`src/rtl/ddr_burst_arbiter_pkg.sv`:
```
// ddr_burst_arbiter_pkg: shared arbiter FSM states, arbitration modes and clog2 helper
package ddr_burst_arbiter_pkg;
  typedef enum logic [1:0] {ST_IDLE, ST_ISSUE, ST_WAIT} arb_state_e;
  localparam int ARB_FIXED = 0;
  localparam int ARB_RR = 1;
  function automatic int clog2(input int n);
    int r;
    r = 0;
    while ((1 << r) < n) r++;
    return r;
  endfunction
endpackage

```
`src/rtl/ddr_ch_addr_gen.sv`:
```
// ddr_ch_addr_gen: per-channel burst address, ping-pong bank and frame-end tracking
module ddr_ch_addr_gen #(
  parameter int ADDR_W = 25,
  parameter int LEN_W = 10,
  parameter logic [ADDR_W-1:0] BANK_OFS = 25'h0100000
) (
  input  logic clk_ref,
  input  logic rst,
  input  logic load,
  input  logic valid,
  input  logic pingpong,
  input  logic busy,
  input  logic done,
  input  logic [LEN_W-1:0] len,
  input  logic [ADDR_W-1:0] base,
  input  logic [ADDR_W-1:0] max,
  output logic [ADDR_W-1:0] addr,
  output logic bank,
  output logic frame_done,
  output logic frame_pulse
);
  logic load_q, stale_q, stale_d, bank_q, bank_d, fd_q, fd_d, fp_q, fp_d, load_flag;
  logic [ADDR_W-1:0] addr_q, addr_d, cur_base, alt_base;
  logic [ADDR_W:0] nxt, end_a;
  assign load_flag = load && !load_q;
  assign cur_base = base + (bank_q ? BANK_OFS : '0);
  assign alt_base = base + (bank_q ? '0 : BANK_OFS);
  assign nxt = {1'b0, addr_q} + {{(ADDR_W+1-LEN_W){1'b0}}, len};
  assign end_a = {1'b0, max} + (bank_q ? {1'b0, BANK_OFS} : '0);
  // a reload or valid drop while granted makes the in-flight burst's completion stale
  always_comb begin
    addr_d = addr_q;
    bank_d = bank_q;
    fd_d = fd_q;
    fp_d = 1'b0;
    stale_d = busy && (stale_q || load_flag || !valid);
    if (load_flag || !valid) begin
      addr_d = cur_base;
      fd_d = 1'b0;
    end else if (done && !stale_q) begin
      if (nxt < end_a) begin
        addr_d = nxt[ADDR_W-1:0];
      end else begin
        fp_d = 1'b1;
        bank_d = bank_q ^ pingpong;
        addr_d = pingpong ? alt_base : addr_q;
        fd_d = !pingpong;
      end
    end
  end
  always_ff @(posedge clk_ref) begin
    if (rst) begin
      load_q <= 1'b0;
      stale_q <= 1'b0;
      bank_q <= 1'b0;
      fd_q <= 1'b0;
      fp_q <= 1'b0;
      addr_q <= '0;
    end else begin
      load_q <= load;
      stale_q <= stale_d;
      bank_q <= bank_d;
      fd_q <= fd_d;
      fp_q <= fp_d;
      addr_q <= addr_d;
    end
  end
  assign addr = addr_q;
  assign bank = bank_q;
  assign frame_done = fd_q;
  assign frame_pulse = fp_q;
endmodule

```
`src/rtl/ddr_burst_arbiter.sv`:
```
// ddr_burst_arbiter: N-channel DDR burst scheduler; picks an eligible channel and issues one burst at a time
module ddr_burst_arbiter
  import ddr_burst_arbiter_pkg::*;
#(
  parameter int NCH = 4,
  parameter logic [NCH-1:0] WR_MASK = 'b0011,
  parameter int ADDR_W = 25,
  parameter int LEN_W = 10,
  parameter int LVL_W = 10,
  parameter int ARB_MODE = ARB_FIXED,
  parameter logic [ADDR_W-1:0] BANK_OFS = 25'h0100000,
  localparam int CW = clog2(NCH)
) (
  input  logic clk_ref,
  input  logic rst,
  input  logic ddr_init_done,
  input  logic [NCH*LEN_W-1:0] ch_len,
  input  logic [NCH*ADDR_W-1:0] ch_base,
  input  logic [NCH*ADDR_W-1:0] ch_max,
  input  logic [NCH-1:0] ch_pingpong,
  input  logic [NCH-1:0] ch_load,
  input  logic [NCH-1:0] ch_valid,
  input  logic [NCH*LVL_W-1:0] fifo_level,
  output logic cmd_valid,
  input  logic cmd_ready,
  output logic cmd_wr,
  output logic [CW-1:0] cmd_ch,
  output logic [ADDR_W-1:0] cmd_addr,
  output logic [LEN_W-1:0] cmd_len,
  input  logic cmd_done,
  output logic [NCH-1:0] frame_done,
  output logic [NCH-1:0] frame_pulse,
  output logic [NCH-1:0] ch_bank
);
  arb_state_e state_q, state_d;
  logic [CW-1:0] gnt_q, gnt_d, rr_q, rr_d, pick;
  logic wr_q, wr_d, found;
  logic [ADDR_W-1:0] addr_q, addr_d;
  logic [LEN_W-1:0] len_q, len_d;
  logic [ADDR_W-1:0] ch_addr [NCH];
  logic [LEN_W-1:0] len_a [NCH];
  logic [NCH-1:0] elig, cls;
  int idx;
  for (genvar c = 0; c < NCH; c++) begin : g_ch
    logic busy;
    assign len_a[c] = ch_len[c*LEN_W +: LEN_W];
    assign busy = (state_q != ST_IDLE) && (gnt_q == CW'(c));
    assign elig[c] = ddr_init_done && ch_valid[c] && !frame_done[c] && !busy &&
      (WR_MASK[c] ? 32'(fifo_level[c*LVL_W +: LVL_W]) >= 32'(len_a[c])
                  : 32'(fifo_level[c*LVL_W +: LVL_W]) < 32'(len_a[c]));
    ddr_ch_addr_gen #(.ADDR_W(ADDR_W), .LEN_W(LEN_W), .BANK_OFS(BANK_OFS)) u_gen (
      .clk_ref(clk_ref),
      .rst(rst),
      .load(ch_load[c]),
      .valid(ch_valid[c]),
      .pingpong(ch_pingpong[c]),
      .busy(busy),
      .done(cmd_done && state_q == ST_WAIT && gnt_q == CW'(c)),
      .len(len_a[c]),
      .base(ch_base[c*ADDR_W +: ADDR_W]),
      .max(ch_max[c*ADDR_W +: ADDR_W]),
      .addr(ch_addr[c]),
      .bank(ch_bank[c]),
      .frame_done(frame_done[c]),
      .frame_pulse(frame_pulse[c])
    );
  end
  // write channels form the higher class; the scan start rotates only in round-robin mode
  always_comb begin
    cls = |(elig & WR_MASK) ? (elig & WR_MASK) : (elig & ~WR_MASK);
    pick = '0;
    found = 1'b0;
    idx = 0;
    for (int k = 0; k < NCH; k++) begin
      idx = ((ARB_MODE == ARB_RR ? int'(rr_q) : 0) + k) % NCH;
      if (!found && cls[CW'(idx)]) begin
        found = 1'b1;
        pick = CW'(idx);
      end
    end
  end
  always_comb begin
    state_d = state_q;
    gnt_d = gnt_q;
    wr_d = wr_q;
    addr_d = addr_q;
    len_d = len_q;
    rr_d = rr_q;
    case (state_q)
      ST_IDLE: if (found) begin
        state_d = ST_ISSUE;
        gnt_d = pick;
        wr_d = WR_MASK[pick];
        addr_d = ch_addr[pick];
        len_d = len_a[pick];
      end
      ST_ISSUE: if (cmd_ready) begin
        state_d = ST_WAIT;
        rr_d = (gnt_q == CW'(NCH-1)) ? '0 : gnt_q + CW'(1);
      end
      ST_WAIT: state_d = cmd_done ? ST_IDLE : ST_WAIT;
      default: state_d = ST_IDLE;
    endcase
  end
  always_ff @(posedge clk_ref) begin
    if (rst) begin
      state_q <= ST_IDLE;
      gnt_q <= '0;
      rr_q <= '0;
      wr_q <= 1'b0;
      addr_q <= '0;
      len_q <= '0;
    end else begin
      state_q <= state_d;
      gnt_q <= gnt_d;
      rr_q <= rr_d;
      wr_q <= wr_d;
      addr_q <= addr_d;
      len_q <= len_d;
    end
  end
  assign cmd_valid = state_q == ST_ISSUE;
  assign cmd_wr = wr_q;
  assign cmd_ch = gnt_q;
  assign cmd_addr = addr_q;
  assign cmd_len = len_q;
endmodule

```
`config.mk`:
```
export PLATFORM = sky130hd
export DESIGN_NAME = ddr_burst_arbiter
export DESIGN_NICKNAME = d
export VERILOG_FILES = /design/src/rtl/ddr_burst_arbiter_pkg.sv /design/src/rtl/ddr_ch_addr_gen.sv /design/src/rtl/ddr_burst_arbiter.sv
export SDC_FILE = /design/constraint.sdc
export NUM_CORES = 1
export LEC_CHECK = 0
export ABC_CLOCK_PERIOD_IN_PS = 6250
export BUFFER_PORTS_ARGS = -buffer_cell sky130_fd_sc_hd__buf_2
export CORE_MARGIN = 10
export CORE_UTILIZATION = 45
export DETAILED_ROUTE_END_ITERATION = 7
export GPL_TIMING_DRIVEN = 0
export PLACE_DENSITY = 0.77
export REMOVE_ABC_BUFFERS = 1
export SLEW_MARGIN = 5
export SYNTH_ARGS = -nofsm -noshare
export SYNTH_HDL_FRONTEND = slang
export SYNTH_SLANG_ARGS = --single-unit
```
`constraint.sdc`:
```
create_clock -name clk_ref -period 6.25 [get_ports clk_ref]
set_clock_uncertainty 0.2 [all_clocks]
set_input_delay 0.625 -clock clk_ref [delete_from_list [all_inputs] [get_ports clk_ref]]
set_output_delay 0.625 -clock clk_ref [all_outputs]
set_load 0.01 [all_outputs]
```
# [After elaboration in Yosys (flattened, before gate mapping)]
# Cells that the tools add are included.
# Widths: inputs -> output; s select.
[word_totals] ff_bits=160 wordCells=222
[op_classes] add_sub_neg=16 n_lt_le_gt_ge=8 eq_ne=7 n_mux=48 bitwise_logic=17 reduce_logical=97
[op_table] operator="$mux 25" n=18
[op_table] operator="$mux 21" n=12
[op_table] operator="$add 25x25->25" n=8
[op_table] operator="$add 25x10->26" n=4
[op_table] operator="$add 25x26->26" n=4
[op_table] operator="$lt 26x26->1" n=4
[op_table] operator="$bmux 25 s2" n=1
[op_table] operator="$logic_and 1x1->1" n=30
[op_table] operator="$logic_not 1->1" n=21
[op_table] operator="$bmux 10 s2" n=1
[op_table] operator="$ge 10x10->1" n=2
[op_table] operator="$mux 10" n=2
[op_table] operator="$reduce_and 2->1" n=10
[op_table] operator="$logic_or 1x1->1" n=12
[op_table] operator="$not 1->1" n=12
[op_table] operator="$reduce_and 3->1" n=4
[op_table] operator="$reduce_bool 3->1" n=4
[op_table] operator="$reduce_or 3->1" n=4
[op_table] operator="$reduce_bool 2->1" n=5
[op_table] operator="$reduce_or 2->1" n=5
[op_table] operator="$mux 1" n=8
[op_table] operator="$mux 2" n=4
[op_table] operator="$eq 2x2->1 const B" n=3
[op_table] operator="$pmux 2 s3" n=1
[op_table] operator="other kinds (9)" n=14

# [Depth between registers and ports, before layout]
# Gate-level depths: netlist of run 1.
[depth] ltp_word=15 depth_mapped=21 mapped_depth_nobuf=18

# [By module]
# From an unflattened synthesis of run 1, not the netlist that was laid out.
[unflattened] cells_unflattened=1823 area_unflattened_um2=14626.5
[by_module_without_submodules] module="ddr_ch_addr_gen (g_ch[0].u_gen ...)" instances=2 cells_per_inst=386 area_per_inst_um2=3052.9 seq_area_each_um2=600.6
[by_module_without_submodules] module="ddr_ch_addr_gen (g_ch[3].u_gen)" instances=1 cells_per_inst=389 area_per_inst_um2=3233.1 seq_area_each_um2=600.6
[by_module_without_submodules] module="ddr_ch_addr_gen (g_ch[1].u_gen)" instances=1 cells_per_inst=382 area_per_inst_um2=2889.0 seq_area_each_um2=600.6
[by_module_without_submodules] module="ddr_burst_arbiter" instances=1 cells_per_inst=280 area_per_inst_um2=2398.6 seq_area_each_um2=780.7

# [Worst setup path before layout of run 1]
# Ideal clock, no wire load.
[synth_timing] kind="input port to flip-flop" from="input ch_len[0]" to="register g_ch[0].u_gen.addr_q[20]" setup_ns=0.116 arrival_time_ns=4.298 required_time_ns=5.934 setup_slack_ns=1.636 cell_stages=19 path_buffers=2 path_cell_list="ha_1 > fa_1 > a21oi_1 > o211ai_1 > a221oi_2 > nand2b_4 > nor4_1 > xnor2_1 > ha_1 > nand4_1 > or4_1 > a21oi_2 > o31a_4 > o21bai_2 > a21o_1 > buf_6 > buf_6 > o221ai_2 > nor2_1"
[synth_between] elab_chain_cells=5
[synth_lines] item="start, declared" line_no="ddr_burst_arbiter.sv:17" source="input logic [NCH*LEN_W-1:0] ch_len,"
[synth_lines] item="$add 25x10->26 (*)" line_no="ddr_ch_addr_gen.sv:28" source="assign nxt = {1'b0, addr_q} + {{(ADDR_W+1-LEN_W){1'b0}}, len};"
[synth_lines] item="$lt 26x26->1" line_no="ddr_ch_addr_gen.sv:41" source="if (nxt < end_a) begin"
[synth_lines] item="$mux 25" line_no="ddr_ch_addr_gen.sv:41"
[synth_lines] item="$mux 25" line_no="ddr_ch_addr_gen.sv:40" source="end else if (done && !stale_q) begin"
[synth_lines] item="$mux 25" line_no="ddr_ch_addr_gen.sv:37" source="if (load_flag || !valid) begin"
[synth_lines] item="end signal, assigned" line_no="ddr_ch_addr_gen.sv:65" source="addr_q <= addr_d;"
[synth_lines] item="end, declared" line_no="ddr_ch_addr_gen.sv:23" source="logic [ADDR_W-1:0] addr_q, addr_d, cur_base, alt_base;"
# Mark *: on every way between the ends. The rest lies on a longest branch, timed or not. The select of a mux whose other input is x is not followed.
# A chain may end at the register's enable or synchronous reset.

# [Worst setup path after layout of run 1]
[layout_timing] from="input ch_len[0]" to="register g_ch[0].u_gen.addr_q[4]"
# Same word-level chain as after synthesis.

==> run_results.csv, run 1 <==
group,metric,value,unit
worst_setup_path,highest_fanout_seen_on_the_critical_path,26,
synthesis,count_of_flip_flops_with_a_built_in_enable_after_synthesis,0,
drt,drc,0,
power_and_ir_drop,clock_power_share,0.283,
sta,timing_worst_slew_pin_value,1.25,ns
placed_design,finalWeightedCongestion,0.908,
synthesis,postSynth.asyncResetShare,0,
synthesis,yosysWarningCount,0,
worst_setup_path,critical-path-top-delay-family,"compound AO/OA/AOI/OAI gates",
min_path,hold_path.class,"reg -> reg",
power_and_ir_drop,report.power.total,2.00,mW
worst_setup_path,cp.depth,18,
floorplan,placement_rows,49,
placed_design,detailedPlacementHpwl,20.7,mm
sta,finalCritPeriodShare,0.902,
sta,pnr_worst_setup_slack,0.613,ns
clocking,cts_max_level,3,
worst_setup_path,number_of_buffers_and_inverters_on_the_critical_path,1,
clocking,cts-hold-fix-buffers,0,
power_and_ir_drop,cellInternalPower,1.30,mW
worst_setup_path,critPathLaunchType,"primary input",
drt,vias_post_dr,7975,
synthesis,synth.yosys.seq_area_share,0.240,
power_and_ir_drop,pwr-share-comb,0.346,
synthesis,yosys_most_used_dff,"sky130_fd_sc_hd__dfxtp_1",
synthesis,syn_inst,1020,
cells_and_area,mostFrequentLayoutCells,"sky130_fd_sc_hd__buf_2 (193), sky130_fd_sc_hd__inv_1 (112), sky130_fd_sc_hd__ha_1 (102)",
outcome,status,"completed",
placed_design,detailedPlace.worstSlack,0.395,ns
floorplan,ios,348,
global_routing,first_global_vias,7785,
worst_setup_path,critPathMaxStageDelay,0.90,ns
synthesis,synth.distinct_cells,80,
synthesis,netlist_top_cells_area,"sky130_fd_sc_hd__dfxtp_1 (24%), sky130_fd_sc_hd__ha_1 (15%), sky130_fd_sc_hd__a21oi_1 (6.1%), sky130_fd_sc_hd__inv_1 (5.1%), sky130_fd_sc_hd__o221a_2 (4.8%)",
power_and_ir_drop,power.static_leakage,4.57,nW
floorplan,start_util,0.458,
clocking,number_of_clock_buffers_inserted_by_tritoncts,9,
sta,fin_tns_setup,0,ns
cells_and_area,finish.net_count,1581,
flow_run,cap_violations,0,
floorplan,die_width,155,um
sta,period_minus_slack,5.64,ns
global_routing,pin_count_of_the_biggest_net_entering_global_routing,68,
floorplan,die_height,155,um
worst_setup_path,timing.critical_path.required,6.32,ns
clocking,cts_setup_buffers,0,
drt,drtIter0Drc,449,
sta,setup_failing_eps_final,0,
sta,grt_setup_unrepaired,"no",
power_and_ir_drop,switching_share,0.349,
drt,routed_wire_length_per_instance,18.1,um
floorplan,core_area,18000,um2
worst_setup_path,worst-endpoint-arrival,5.71,ns
clocking,cts_max_path_buffers,2,
clocking,clk_pin_slew_worst_paths,0.07,ns
synthesis,post_synth_instance_area,8250,um2
floorplan,fp.dieArea,24100,um2
worst_setup_path,timing.critical_path.slowest_stage_cell,"sky130_fd_sc_hd__a21o_1",
synthesis,syn_area_per_cell,8.08,um2
drt,detail_route.wirelength,25.6,mm
power_and_ir_drop,vdd.ir_drop.worst,0.191,mV
cells_and_area,area_delta_synth_final,16.8,%
worst_setup_path,ff2ff_path_depth,17,
worst_setup_path,setup.worst_path.end_class,"flip-flop",
worst_setup_path,crit_chain,"buf_2 > ha_1 > fa_1 > a21oi_1 > o211ai_1 > a221oi_2 > nor2b_1 > nand4_1 > xnor2_1 > ha_1 > nand4_1 > nor3_1 > a211oi_1 > o211ai_1 > o21bai_2 > a21o_1 > nor2_1 > a311oi_2",
clocking,clock-sinks,99,
worst_setup_path,timing.reg2reg.setup_slack,0.68,ns
cells_and_area,layout.cells.most_common,"sky130_fd_sc_hd__buf_2",
worst_setup_path,critPathKind,"in -> reg",
global_routing,wire_length_of_the_first_global_routing_pass,40.2,mm
synthesis,synth_top_cell_by_area,"sky130_fd_sc_hd__dfxtp_1",
synthesis,netlist.area_leader.share,0.240,
placed_design,io_buffers,194,
power_and_ir_drop,power_density,208,nW/um2
sta,slew_viol_final,0,
global_routing,antenna_found_initial,0,
cells_and_area,drive_gt1_frac,0.244,
drt,detail_route.vias_per_cell,5.64,
cells_and_area,antennaDiodeCount,0,
power_and_ir_drop,power.switching,0.697,mW
power_and_ir_drop,pwr-share-seq,0.371,
global_routing,globalRouteTotalUtil,0.204,
global_routing,globalRoute.totalOverflow,0,
min_path,hold_depth,2,
sta,timing.slew.headroom,0.162,
sta,report.final.hold_viol_count,0,
synthesis,synth.ff_latch_count,99,
clocking,clk_root_buffer_cell,"sky130_fd_sc_hd__clkbuf_16",
clocking,tritoncts,"built",
drt,drtPass1Iterations,5,
sta,clock.fmax,177,MHz
drt,ant_nets,0,
clocking,post_cts_resize_count,0,
clocking,clk-insertion-delay-late,0.36,ns
[sequential cells by signal, summed over array words and instances, names as in the netlist]
name                    flops
g_ch.u_gen.addr            50
g_ch.u_gen.frame_done       2
cmd_wr                      1
cmd_len                    10
g_ch.u_gen.frame_pulse      2
cmd_ch                      1
g_ch.u_gen.bank             2
g_ch.u_gen.load_q           2
g_ch.u_gen.stale_q          2
cmd_addr                   25
state_q                     2
[routing by layer]
metal  global-route usage  up-vias  part of all wire
li1                     -     3978                 -
met1                0.260     3676              0.44
met2                0.323      286              0.45
met3               0.0651       35             0.088
met4               0.0553        0             0.020
met5                    0        -                 0
[worst paths after layout]
check | start | endpoint
hold reg to reg | g_ch[0].u_gen.addr[15]$_SDFFE_PP0P_ | g_ch[0].u_gen.addr[15]$_SDFFE_PP0P_
hold / removal | g_ch[0].u_gen.addr[15]$_SDFFE_PP0P_ | g_ch[0].u_gen.addr[15]$_SDFFE_PP0P_
setup reg to reg | g_ch[0].u_gen.addr[0]$_SDFFE_PP0P_ | g_ch[0].u_gen.addr[4]$_SDFFE_PP0P_
setup / recovery | ch_len[0] | g_ch[0].u_gen.addr[4]$_SDFFE_PP0P_
[final cells by class]
type | instances | area (um2)
timing repair buffer | 201 | 1090
sequential | 99 | 1980
multi-input combinational | 757 | 5570
tap | 229 | 287
clock buffer | 11 | 233
inverter | 112 | 420
fill | 1746 | 8390
clock inverter | 4 | 51.3
[synth_stat cells (all sizes together), types with 6 or more instances]
master	n
a21oi	103
nand2	77
a31oi	7
o21ai	40
ha	102
inv	112
dfxtp	99
mux2i	12
o32ai	7
a221oi	6
nor4	8
buf	32
nand2b	8
a311oi	9
nor2b	6
nor2	75
xnor2	42
nor3	24
a21o	19
nand3	30
a211oi	16
mux2	6
o211ai	10
xor2	16
o221a	35
nand4	12
clkbuf	26
o21a	13
[kinds of logic (layout without fill, tap and decap cells)]
kind of cell	Yosys count	count (layout)	synth area share
other cells	1	7	0.000455
simple gates	268	268	0.156
flops	99	99	0.240
xor+xnor	58	58	0.0616
compound gates	302	302	0.268
buf+inv	170	328	0.0904
mux	18	18	0.0228
fa+ha+maj	104	104	0.160
[power groups by stage]
stage               clock network, mW  logic [mW]  registers (mW)
global route                    0.594       0.777           0.749
finish                          0.565       0.692           0.743
CTS                             0.572       0.691           0.742
global placement                    0       0.656           0.754
floorplan                           0       0.447           0.751
detailed placement                  0       0.686           0.756
[worst reg2reg max path, cell delays in order, from the launching register on]
cell,delay [ns]
sky130_fd_sc_hd__dfxtp_1,0.33
sky130_fd_sc_hd__ha_1,0.21
sky130_fd_sc_hd__fa_1,0.42
sky130_fd_sc_hd__a21oi_1,0.26
sky130_fd_sc_hd__o211ai_1,0.18
sky130_fd_sc_hd__a221oi_2,0.60
sky130_fd_sc_hd__nor2b_1,0.20
sky130_fd_sc_hd__nand4_1,0.16
sky130_fd_sc_hd__xnor2_1,0.21
sky130_fd_sc_hd__ha_1,0.32
sky130_fd_sc_hd__nand4_1,0.17
sky130_fd_sc_hd__nor3_1,0.07
sky130_fd_sc_hd__a211oi_1,0.24
sky130_fd_sc_hd__o211ai_1,0.30
sky130_fd_sc_hd__o21bai_2,0.28
sky130_fd_sc_hd__a21o_1,0.90
sky130_fd_sc_hd__nor2_1,0.17
sky130_fd_sc_hd__a311oi_2,0.27
[stage by stage]
step | util | cell area, um2 | hold WS, ns | std cells
floorplan | - | 7940 | 0.230 | 968
CTS | 0.534 | 9630 | 0.268 | 1413
global placement | 0.510 | 9200 | 0.244 | 1391
global route | 0.534 | 9630 | 0.299 | 1413
detailed placement | 0.519 | 9350 | 0.258 | 1398
finish | 0.534 | 9630 | 0.270 | 1413
Power figures use the tool's default switching activity.
==> inputs of run 2 (changes only) <==
- CORE_UTILIZATION: 45 -> 49
- PLACE_DENSITY: 0.77 -> 0.83
==> run_results.csv, run 2 (synthesized netlist as in run 1, its figures left out) <==
group,metric,value,unit
cells_and_area,mostFrequentLayoutCells,"sky130_fd_sc_hd__buf_2 (193), sky130_fd_sc_hd__inv_1 (112), sky130_fd_sc_hd__ha_1 (102)",
power_and_ir_drop,power_density,204,nW/um2
clocking,clk_pin_slew_worst_paths,0.07,ns
worst_setup_path,r2r_end,"g_ch[0].u_gen.addr[3]$_SDFFE_PP0P_",
global_routing,antenna_found_initial,1,
worst_setup_path,critPathKind,"in -> reg",
worst_setup_path,worst-endpoint-arrival,5.64,ns
global_routing,wire_length_of_the_first_global_routing_pass,39.9,mm
drt,detail_route.vias_per_cell,5.79,
sta,setup_failing_eps_final,0,
worst_setup_path,timing.reg2reg.setup_slack,0.75,ns
drt,maxUsedRoutingLayer,"met4",
clocking,cts_max_path_buffers,2,
drt,m1WireLength,10.9,mm
floorplan,die_width,150,um
clocking,post_cts_resize_count,0,
floorplan,ios,348,
clocking,number_of_clock_buffers_inserted_by_tritoncts,9,
sta,slew_viol_final,0,
sta,period_minus_slack,5.58,ns
worst_setup_path,ff2ff_path_depth,17,
sta,timing_worst_slew_pin_value,1.26,ns
min_path,hold_path.class,"reg -> reg",
drt,routed_wire_length_per_instance,18.2,um
clocking,cts_max_level,3,
power_and_ir_drop,vdd.ir_drop.worst,0.200,mV
sta,report.final.hold_viol_count,0,
worst_setup_path,worst_setup_path_start,"ch_len[0]",
floorplan,die_height,150,um
cells_and_area,fillCellCount,1527,
drt,vias_post_dr,8131,
clocking,clk_root_buffer_cell,"sky130_fd_sc_hd__clkbuf_16",
sta,worst_hold_slack,0.262,ns
drt,dr_wl_met3,2.41,mm
cells_and_area,area_delta_synth_final,16.4,%
worst_setup_path,setup.worst_path.end,"g_ch[0].u_gen.addr[3]$_SDFFE_PP0P_",
floorplan,start_util,0.499,
worst_setup_path,highest_fanout_seen_on_the_critical_path,26,
cells_and_area,drive_gt1_frac,0.244,
floorplan,placement_rows,47,
flow_run,cap_violations,0,
floorplan,fp.dieArea,22400,um2
cells_and_area,finish.net_count,1581,
floorplan,core_area,16500,um2
min_path,hold_depth,2,
sta,finalCritPeriodShare,0.892,
sta,timing.slew.headroom,0.157,
drt,drtPass1Iterations,6,
outcome,status,"completed",
cells_and_area,layout.cells.most_common,"sky130_fd_sc_hd__buf_2",
sta,clock.fmax,179,MHz
global_routing,globalRouteTotalUtil,0.219,
clocking,clock-sinks,99,
drt,detail_route.wirelength,25.5,mm
drt,route.met2.wl,11.8,mm
global_routing,first_global_vias,7943,
clocking,cts_setup_buffers,0,
power_and_ir_drop,power.static_leakage,4.56,nW
placed_design,finalWeightedCongestion,0.884,
worst_setup_path,timing.critical_path.required,6.31,ns
sta,pnr_worst_setup_slack,0.672,ns
worst_setup_path,r2r_start,"g_ch[0].u_gen.addr[0]$_SDFFE_PP0P_",
drt,ant_nets,0,
worst_setup_path,critPathLaunchType,"primary input",
global_routing,pin_count_of_the_biggest_net_entering_global_routing,68,
cells_and_area,largest_register_ffs,50,
placed_design,detailedPlace.worstSlack,0.422,ns
clocking,tritoncts,"built",
placed_design,io_buffers,194,
power_and_ir_drop,report.power.total,1.96,mW
drt,drtIter0Drc,564,
clocking,cts-hold-fix-buffers,0,
worst_setup_path,setup.worst_path.end_class,"flip-flop",
sta,grt_setup_unrepaired,"no",
global_routing,globalRoute.totalOverflow,0,
clocking,clk-insertion-delay-late,0.35,ns
placed_design,detailedPlacementHpwl,20.6,mm
cells_and_area,final_core_utilization,0.581,
drt,drc,0,
[run 2: cell types whose count changed in the layout (fill, tap and decap cells not counted)]
| cell | change |
|---|---|
| sky130_fd_sc_hd__clkinvlp_4 | +1 |
| sky130_fd_sc_hd__clkbuf_1 | -1 |
| sky130_fd_sc_hd__diode_2 | +2 |
| sky130_fd_sc_hd__bufinv_16 | -1 |
[run 2: worst max-delay path, stage by stage]
cell and delay (ns):
sky130_fd_sc_hd__buf_2 0.12, sky130_fd_sc_hd__ha_1 0.22, sky130_fd_sc_hd__fa_1 0.40, sky130_fd_sc_hd__a21oi_1 0.28, sky130_fd_sc_hd__o211ai_1 0.18, sky130_fd_sc_hd__a221oi_2 0.54, sky130_fd_sc_hd__nor2b_1 0.21, sky130_fd_sc_hd__nand4_1 0.15
sky130_fd_sc_hd__xnor2_1 0.20, sky130_fd_sc_hd__ha_1 0.33, sky130_fd_sc_hd__nand4_1 0.17, sky130_fd_sc_hd__nor3_1 0.06, sky130_fd_sc_hd__a211oi_1 0.24, sky130_fd_sc_hd__o211ai_1 0.29, sky130_fd_sc_hd__o21bai_2 0.28, sky130_fd_sc_hd__a21o_1 0.90
sky130_fd_sc_hd__nor2_1 0.13, sky130_fd_sc_hd__a311oi_2 0.27
[run 2: where the power goes]
group	total [mW]	leakage, nW	internal, mW	switching (mW)
clock	0.523	0.121	0.267	0.256
combinational	0.692	3.62	0.304	0.388
sequential	0.742	0.814	0.688	0.0544
[run 2: worst min path at each step]
stage / to / start / slack (ns)
finish: g_ch[0].u_gen.addr[15]$_SDFFE_PP0P_ / g_ch[0].u_gen.addr[15]$_SDFFE_PP0P_ / 0.26
floorplan: g_ch[0].u_gen.addr[15]$_SDFFE_PP0P_ / g_ch[0].u_gen.addr[15]$_SDFFE_PP0P_ / 0.23
CTS: g_ch[0].u_gen.addr[15]$_SDFFE_PP0P_ / g_ch[0].u_gen.addr[15]$_SDFFE_PP0P_ / 0.26
global placement: cmd_wr$_SDFFE_PP0P_ / cmd_wr$_SDFFE_PP0P_ / 0.24
global route: g_ch[0].u_gen.addr[15]$_SDFFE_PP0P_ / g_ch[0].u_gen.addr[15]$_SDFFE_PP0P_ / 0.29
detailed placement: g_ch[0].u_gen.addr[15]$_SDFFE_PP0P_ / g_ch[0].u_gen.addr[15]$_SDFFE_PP0P_ / 0.25
[run 2: cell type report]
cell class              count  area, um2  area share
multi-input cells         757       5570       0.580
flip-flops and latches     99       1980       0.206
repair buffers            201       1090       0.114
inverters                 112        420      0.0438
well taps                 220        275      0.0287
clock buffers              10        229      0.0239
clock inverters             4       28.8     0.00300
diodes                      2       5.00    0.000521
[run 2: through the flow]
stage	TNS, ns	std cells	cell area (um2)
after floorplan	0	968	7940
after global placement	-1.22	1382	9190
after detailed placement	0	1389	9340
after CTS	0	1403	9590
after global routing	0	1404	9600
final	0	1405	9600
[run 2: layer usage]
layer  vias up  track usage
li1       3987            -
met1      3787        0.275
met5         -            0
met2       327        0.359
met3        30       0.0679
met4         0       0.0505
